## src/rtl/stream_upsize.sv

```systemverilog
// Narrow-to-wide stream packer: gathers RATIO beats of IN_WIDTH bits into one wide word.
// Optional STREAM_UPSIZE_LAST_EN adds up_last/down_last/down_keep for short, early-terminated words.
module stream_upsize #(
  parameter int IN_WIDTH = 8,
  parameter int RATIO    = 4
) (
  input  logic                      clk_i,
  input  logic                      rst_i,
  input  logic                      up_valid,
  input  logic [IN_WIDTH-1:0]       up_data,
  output logic                      up_ready,
`ifdef STREAM_UPSIZE_LAST_EN
  input  logic                      up_last,
  output logic                      down_last,
  output logic [RATIO-1:0]          down_keep,
`endif
  output logic                      down_valid,
  output logic [IN_WIDTH*RATIO-1:0] down_data,
  input  logic                      down_ready
);

  localparam int OUT_W = IN_WIDTH * RATIO;
  localparam int CNT_W = $clog2(RATIO);

  logic [CNT_W-1:0]    r_cnt;
  logic [IN_WIDTH-1:0] r_buf [RATIO-1];
  logic [OUT_W-1:0]    r_data;
  logic                r_valid;
`ifdef STREAM_UPSIZE_LAST_EN
  logic [RATIO-1:0]    r_keep;
  logic                r_last;
`endif

  logic                w_lastLane;
  logic                w_complete;
  logic                w_stall;
  logic                w_accept;
  logic                w_xfer;
  logic [OUT_W-1:0]    w_word;
  logic [RATIO-1:0]    w_keep;

  assign w_lastLane = (r_cnt == CNT_W'(RATIO - 1));
`ifdef STREAM_UPSIZE_LAST_EN
  assign w_complete = w_lastLane | up_last;
`else
  assign w_complete = w_lastLane;
`endif

  // A completing beat may only enter when the output register is free or emptying now.
  assign w_stall  = w_complete & r_valid & ~down_ready;
  assign up_ready = ~rst_i & ~w_stall;
  assign w_accept = up_valid & up_ready;
  assign w_xfer   = r_valid & down_ready;

  // Lanes below cnt come from the buffer, lane cnt is the live beat, lanes above stay zero.
  always_comb begin
    w_word = '0;
    w_keep = '0;
    for (int j = 0; j < RATIO - 1; j++) begin
      if (CNT_W'(j) < r_cnt) begin
        w_word[j*IN_WIDTH +: IN_WIDTH] = r_buf[j];
        w_keep[j] = 1'b1;
      end else if (CNT_W'(j) == r_cnt) begin
        w_word[j*IN_WIDTH +: IN_WIDTH] = up_data;
        w_keep[j] = 1'b1;
      end
    end
    if (w_lastLane) begin
      w_word[(RATIO-1)*IN_WIDTH +: IN_WIDTH] = up_data;
      w_keep[RATIO-1] = 1'b1;
    end
  end

  always_ff @(posedge clk_i or posedge rst_i) begin
    if (rst_i) begin
      r_cnt <= '0;
      for (int j = 0; j < RATIO - 1; j++) begin
        r_buf[j] <= '0;
      end
    end else if (w_accept) begin
      if (w_complete) begin
        r_cnt <= '0;
      end else begin
        r_cnt <= r_cnt + 1'b1;
        for (int j = 0; j < RATIO - 1; j++) begin
          if (r_cnt == CNT_W'(j)) begin
            r_buf[j] <= up_data;
          end
        end
      end
    end
  end

  // A new word may load in the same cycle the previous one leaves, keeping valid high.
  always_ff @(posedge clk_i or posedge rst_i) begin
    if (rst_i) begin
      r_data  <= '0;
      r_valid <= 1'b0;
`ifdef STREAM_UPSIZE_LAST_EN
      r_keep  <= '0;
      r_last  <= 1'b0;
`endif
    end else if (w_accept && w_complete) begin
      r_data  <= w_word;
      r_valid <= 1'b1;
`ifdef STREAM_UPSIZE_LAST_EN
      r_keep  <= w_keep;
      r_last  <= up_last;
`endif
    end else if (w_xfer) begin
      r_valid <= 1'b0;
    end
  end

`ifdef STREAM_UPSIZE_LAST_EN
  assign down_keep = r_keep;
  assign down_last = r_last;
`else
  logic w_keepUnused;
  assign w_keepUnused = &w_keep;
`endif

  assign down_valid = r_valid;
  assign down_data  = r_data;

endmodule

```

## config.mk

```make
export PLATFORM = sky130hd
export DESIGN_NAME = stream_upsize
export DESIGN_NICKNAME = d
export VERILOG_FILES = /design/src/rtl/stream_upsize.sv
export SDC_FILE = /design/constraint.sdc
export NUM_CORES = 1
export LEC_CHECK = 0
export CORE_ASPECT_RATIO = 1.1
export CORE_MARGIN = 2
export CORE_UTILIZATION = 55
export CTS_BUF_LIST = sky130_fd_sc_hd__clkbuf_4
export DETAILED_ROUTE_END_ITERATION = 7
export GPL_ROUTABILITY_DRIVEN = 0
export HOLD_SLACK_MARGIN = 0.05
export PLACE_DENSITY = 0.84
export SYNTH_ARGS = -nofsm -noshare
export SYNTH_HDL_FRONTEND = slang
export SYNTH_SLANG_ARGS = --single-unit
export TNS_END_PERCENT = 5
```

## constraint.sdc

```tcl
create_clock -name clk_i -period 5.5 [get_ports clk_i]
set_input_delay 0.55 -clock clk_i [delete_from_list [all_inputs] [get_ports clk_i]]
set_output_delay 0.55 -clock clk_i [all_outputs]
set_load 0.03 [all_outputs]
```

Word-level counts from Yosys, hierarchy flattened
Cells that the tools add are included.

Flip-flop bits (word level): 59. Input port bits: 12. Word-level logic and storage cells: 40.

Add/sub/neg operators: 1. $lt $le $gt $ge: 3. Equal/unequal tests: 5. Muxes and demuxes: 10. Bitwise logic cells: 9. Reduce and logical (&&, ||, !) cells: 6.

Operators by type and width (number): $mux W8 (7); $reduce_and A3 Y1 (3); $and A1 B1 Y1 (5); $eq A2 B2 Y1 const B (2); $lt A1 B2 Y1 const A (2); $not A1 Y1 (4); $add A2 B1 Y2 const B (1); $eq A1 B2 Y1 const A (1); $eq A2 B1 Y1 const B (1); $eq A2 B2 Y1 const A (1); $logic_not A2 Y1 (1); $lt A2 B2 Y1 const A (1); $mux W1 (2); $mux W2 (1); $reduce_bool A2 Y1 (1); $logic_and A1 B1 Y1 (1).

Longest topological paths before layout
Depth in word-level cells: 8. Mapped depth: 7.

Worst setup path before layout
OpenSTA, ideal clock, no wires.

Path kind: reg2reg. From: register r_cnt[1]. To: register r_buf[16] (netlist bit). Library setup time: 0.125 ns. Data arrival time: 1.710 ns. Required time: 5.375 ns. Slack: 3.665 ns. Cell stages (with the launch flop): 8. Buffers on the path: 3. Cell sequence: dfrtp_1 > buf_2 > inv_1 > ha_1 > clkbuf_1 > and2_1 > buf_4 > mux2_2.

Cells in the longest elaborated chain, start to end: 7. Elaborated cells on any way between the ends: 9. Classes of those cells: eq/ne (1); bitwise (6); reduce/logical (2).

RTL lines: start, declared (line 25) `logic [CNT_W-1:0] r_cnt;`; start signal, assigned (line 84) `r_cnt <= r_cnt + 1'b1;`; $eq A2 B2 Y1 (line 42) `assign w_lastLane = (r_cnt == CNT_W'(RATIO - 1));`; $and A1 B1 Y1 (2 in series) (line 50) `assign w_stall = w_complete & r_valid & ~down_ready;`; $not A1 Y1 (line 51) `assign up_ready = ~rst_i & ~w_stall;`; $and A1 B1 Y1 (line 51); $and A1 B1 Y1 (line 52) `assign w_accept = up_valid & up_ready;`; $reduce_and A3 Y1 (no line) *; end signal, assigned by index (line 87) `r_buf[j] <= up_data;`; end, declared (line 26) `logic [IN_WIDTH-1:0] r_buf [RATIO-1];`.

Mark *: on every way between the ends. The rest lies on a longest branch, timed or not. A chain may end at the register's enable or synchronous reset.

Worst setup path after layout
From: register r_cnt[1]. To: output port up_ready.

Cells in the longest elaborated chain, start to end: 5.

RTL lines: $eq A2 B2 Y1 (line 42); $and A1 B1 Y1 (2 in series) (line 50); $not A1 Y1 (line 51); $and A1 B1 Y1 (line 51); end, declared (line 11) `output logic up_ready,`.

Every way passes these cells.

==> impl_results.md <==
- Final setup TNS: 0 ns
- Initial core utilization: 56.24%
- Final Cycle Share: 48.52%
- Hold Path End: r_buf[21]
- Final setup violation count: 0
- Crit-path leading delay family: buffers and inverters
- Hold Startpoint: r_buf[21]
- Synthesis warning total: 0
- Post-CTS setup buffer count: 0
- DR iter-0 viols: 87
- Gr ovfl total: 0
- Buffers on Ports: 45
- Mapped cell area: 2793 um^2
- Routed WL per cell: between 15 and 20 um
- DRC Markers: 0
- Clock Sinks: between 50 and 60
- Number of global-route vias before repair: 1,622
- Avg Cell Area, Syn: approximately 14 um^2
- Slew HR: 33.48%
- Hold_buf cts: 0
- Initial antenna violation count: 0
- FF+latch count, synth: 59
- Io pins: 46
- DRT Wirelength: 4892 um
- Final Max Slew Viols: 0
- Critical Path, Cell by Cell: ha_1, a21oi_1, clkdlybuf4s50_1
- CTS tree: built
- Clk root buf: clkbuf_4
- Crit-path max FO: 21
- Largest net degree at the start of global routing: 60
- H-tree depth: 3
- Unrepaired setup endpoints after global routing: no
- Max cap viols: 0
- Worst EP arrival: ~2.1 ns
- CTS buffer count: 9
- R2r endpoint: down_data[20]
- Clk_lat worst skew: 0.39 ns
- Class of the worst hold path: flip-flop to flip-flop
- Synth cell types: 22
- Reg2reg path depth: 3
- Crit path capture type: primary output
- Iteration count of the initial detailed-routing pass: 4
- HPWL Detailed: 3246 um
- Critical path class: flip-flop to primary output
- First-pass GRT wire length: around 8000 um
- Origin of the critical flop-to-flop path: r_cnt[1]
- Area growth from synthesis to layout: 18.73%
- Die H: 78.74 um
- WP buf/inv: 1
- Max Buffers Root-to-Sink: 2
- Synthesized Nets: between 200 and 250
- Post-DRT Antenna Nets: 0
- Total number of vias: around 1,600
- FMAX: 374.7 MHz
- Peak VDD IR: 0.3169 mV
- Crit path max-delay cell type: clkdlybuf4s50_1
- Nets@finish: about 270
- Slowest stage delay, CP: 0.68 ns
- Syn Inst Count: slightly above 200
- Worst Tran Pin Value: ~1 ns
- Leak Pwr: between 1 and 1.5 nW
- Die X: 71.94 um
- Hold path depth: 1
- Overall Global Routing Usage: 18.93%
- Critical Path Source Type: flip-flop
- CTS clk-pin slew, worst paths: roughly 0.090 ns
- Status: completed
- Hold_ws: slightly above 0.5 ns
- Reg2Reg Setup Slack: 3.06 ns
- Crit path from: r_cnt[1]
- Via-to-Cell Ratio: roughly 5.2
- Register area share after synthesis: a little over half
- Fin. Hold Viols: 0
- Core area: 4966 um^2
- Power Density: 565.4 nW/um^2
- FP Rows: 27
- Layout cell share with drive strength beyond 1: 33.60%
- Antenna diode instance count: 0
- Post-cts sizing count: 0
- Worst clock skew: 0.01923 ns
- Min Tclk post-route: 2.668 ns
- CP required: between 4 and 5 ns
- Die area: around 5700 um^2
cell usage in the layout (no fill, tap or decap):
master,instances
nand2_1,33
nor2b_1,1
a21oi_1,1
inv_1,2
clkinv_1,1
dfrtp_1,59
ha_1,5
nand3_2,1
and3b_2,1
buf_4,1
o21ai_0,17
clkinv_2,3
or2_1,1
a21boi_0,1
nor2b_4,1
clkdlybuf4s50_1,45
nor3b_2,1
mux2_4,29
clkbuf_4,11
mux2_2,36
inv_2,1
and2_1,2
sequential cells by signal (all words and copies together) (netlist names):
signal / cells
down_data: 32
r_cnt: 2
down_valid: 1
r_buf: 24
layer usage:
layer / GRT usage [%] / share of wire, % / up-vias
met4: 8.491 / 2.4 / 0
li1: - / - / 786
met5: 0 / 0 / -
met1: 26.24 / 47 / 787
met2: 28.89 / 47 / 39
met3: 3.807 / 3.3 / 10
logic make-up after synthesis:
group,Yosys count,synth area share [%]
buf+inv,15,4.345
flops,59,52.87
fa+ha+maj,5,2.240
mux,65,30.11
simple gates,41,6.945
compound gates,19,3.494
layout make-up:
class / count / area, um^2
clock buffers: 11 / 82.58
clock inverters: 4 / 18.77
fillers: 362 / 1650
inverters: 3 / 11.26
multi-input cells: 130 / 1196
flip-flops and latches: 59 / 1476
well taps: 58 / 72.57
repair buffers: 46 / 457.9
cell usage after synthesis, drive strengths merged:
cell type,number,share of area (%)
a21boi,1,0.27
or2,1,0.22
clkbuf,4,0.54
dfrtp,59,53
buf,8,3.4
inv,3,0.40
and2,2,0.45
nand3,1,0.36
nor2b,2,0.72
and3b,1,0.31
mux2,65,30
nor3b,1,0.45
a21oi,1,0.18
nand2,33,4.4
o21ai,17,3.0
ha,5,2.2
worst max-delay path by stage:
stage                     to  slack [ns]  cells past startpoint
2_1_floorplan   down_data[0]        3.49                      1
3_3_place_gp   down_data[21]        2.90                      4
3_5_place_dp   down_data[20]        2.84                      4
4_1_cts             up_ready        2.83                      3
5_1_grt             up_ready        2.70                      3
6_report            up_ready        2.83                      3
where the power goes:
part / switching (mW) / internal, mW
registers: 0.121 / 0.627
clock network: 0.147 / 0.0972
logic: 0.416 / 0.466
metrics by stage:
| step | util [%] | std cells | worst slack (ns) | cell area (um^2) | power [mW] |
|---|---|---|---|---|---|
| final | 66.77 | 311 | 2.832 | 3316 | 1.875 |
| after global placement | 64.73 | 296 | 2.905 | 3214 | 1.618 |
| after CTS | 66.77 | 311 | 2.828 | 3316 | 1.892 |
| after detailed placement | 64.73 | 296 | 2.843 | 3214 | 1.646 |
| after global routing | 66.77 | 311 | 2.698 | 3316 | 1.984 |
| after floorplan | - | 204 | 3.494 | 2793 | 1.360 |
Note: power is estimated with default switching activity, not from simulation.
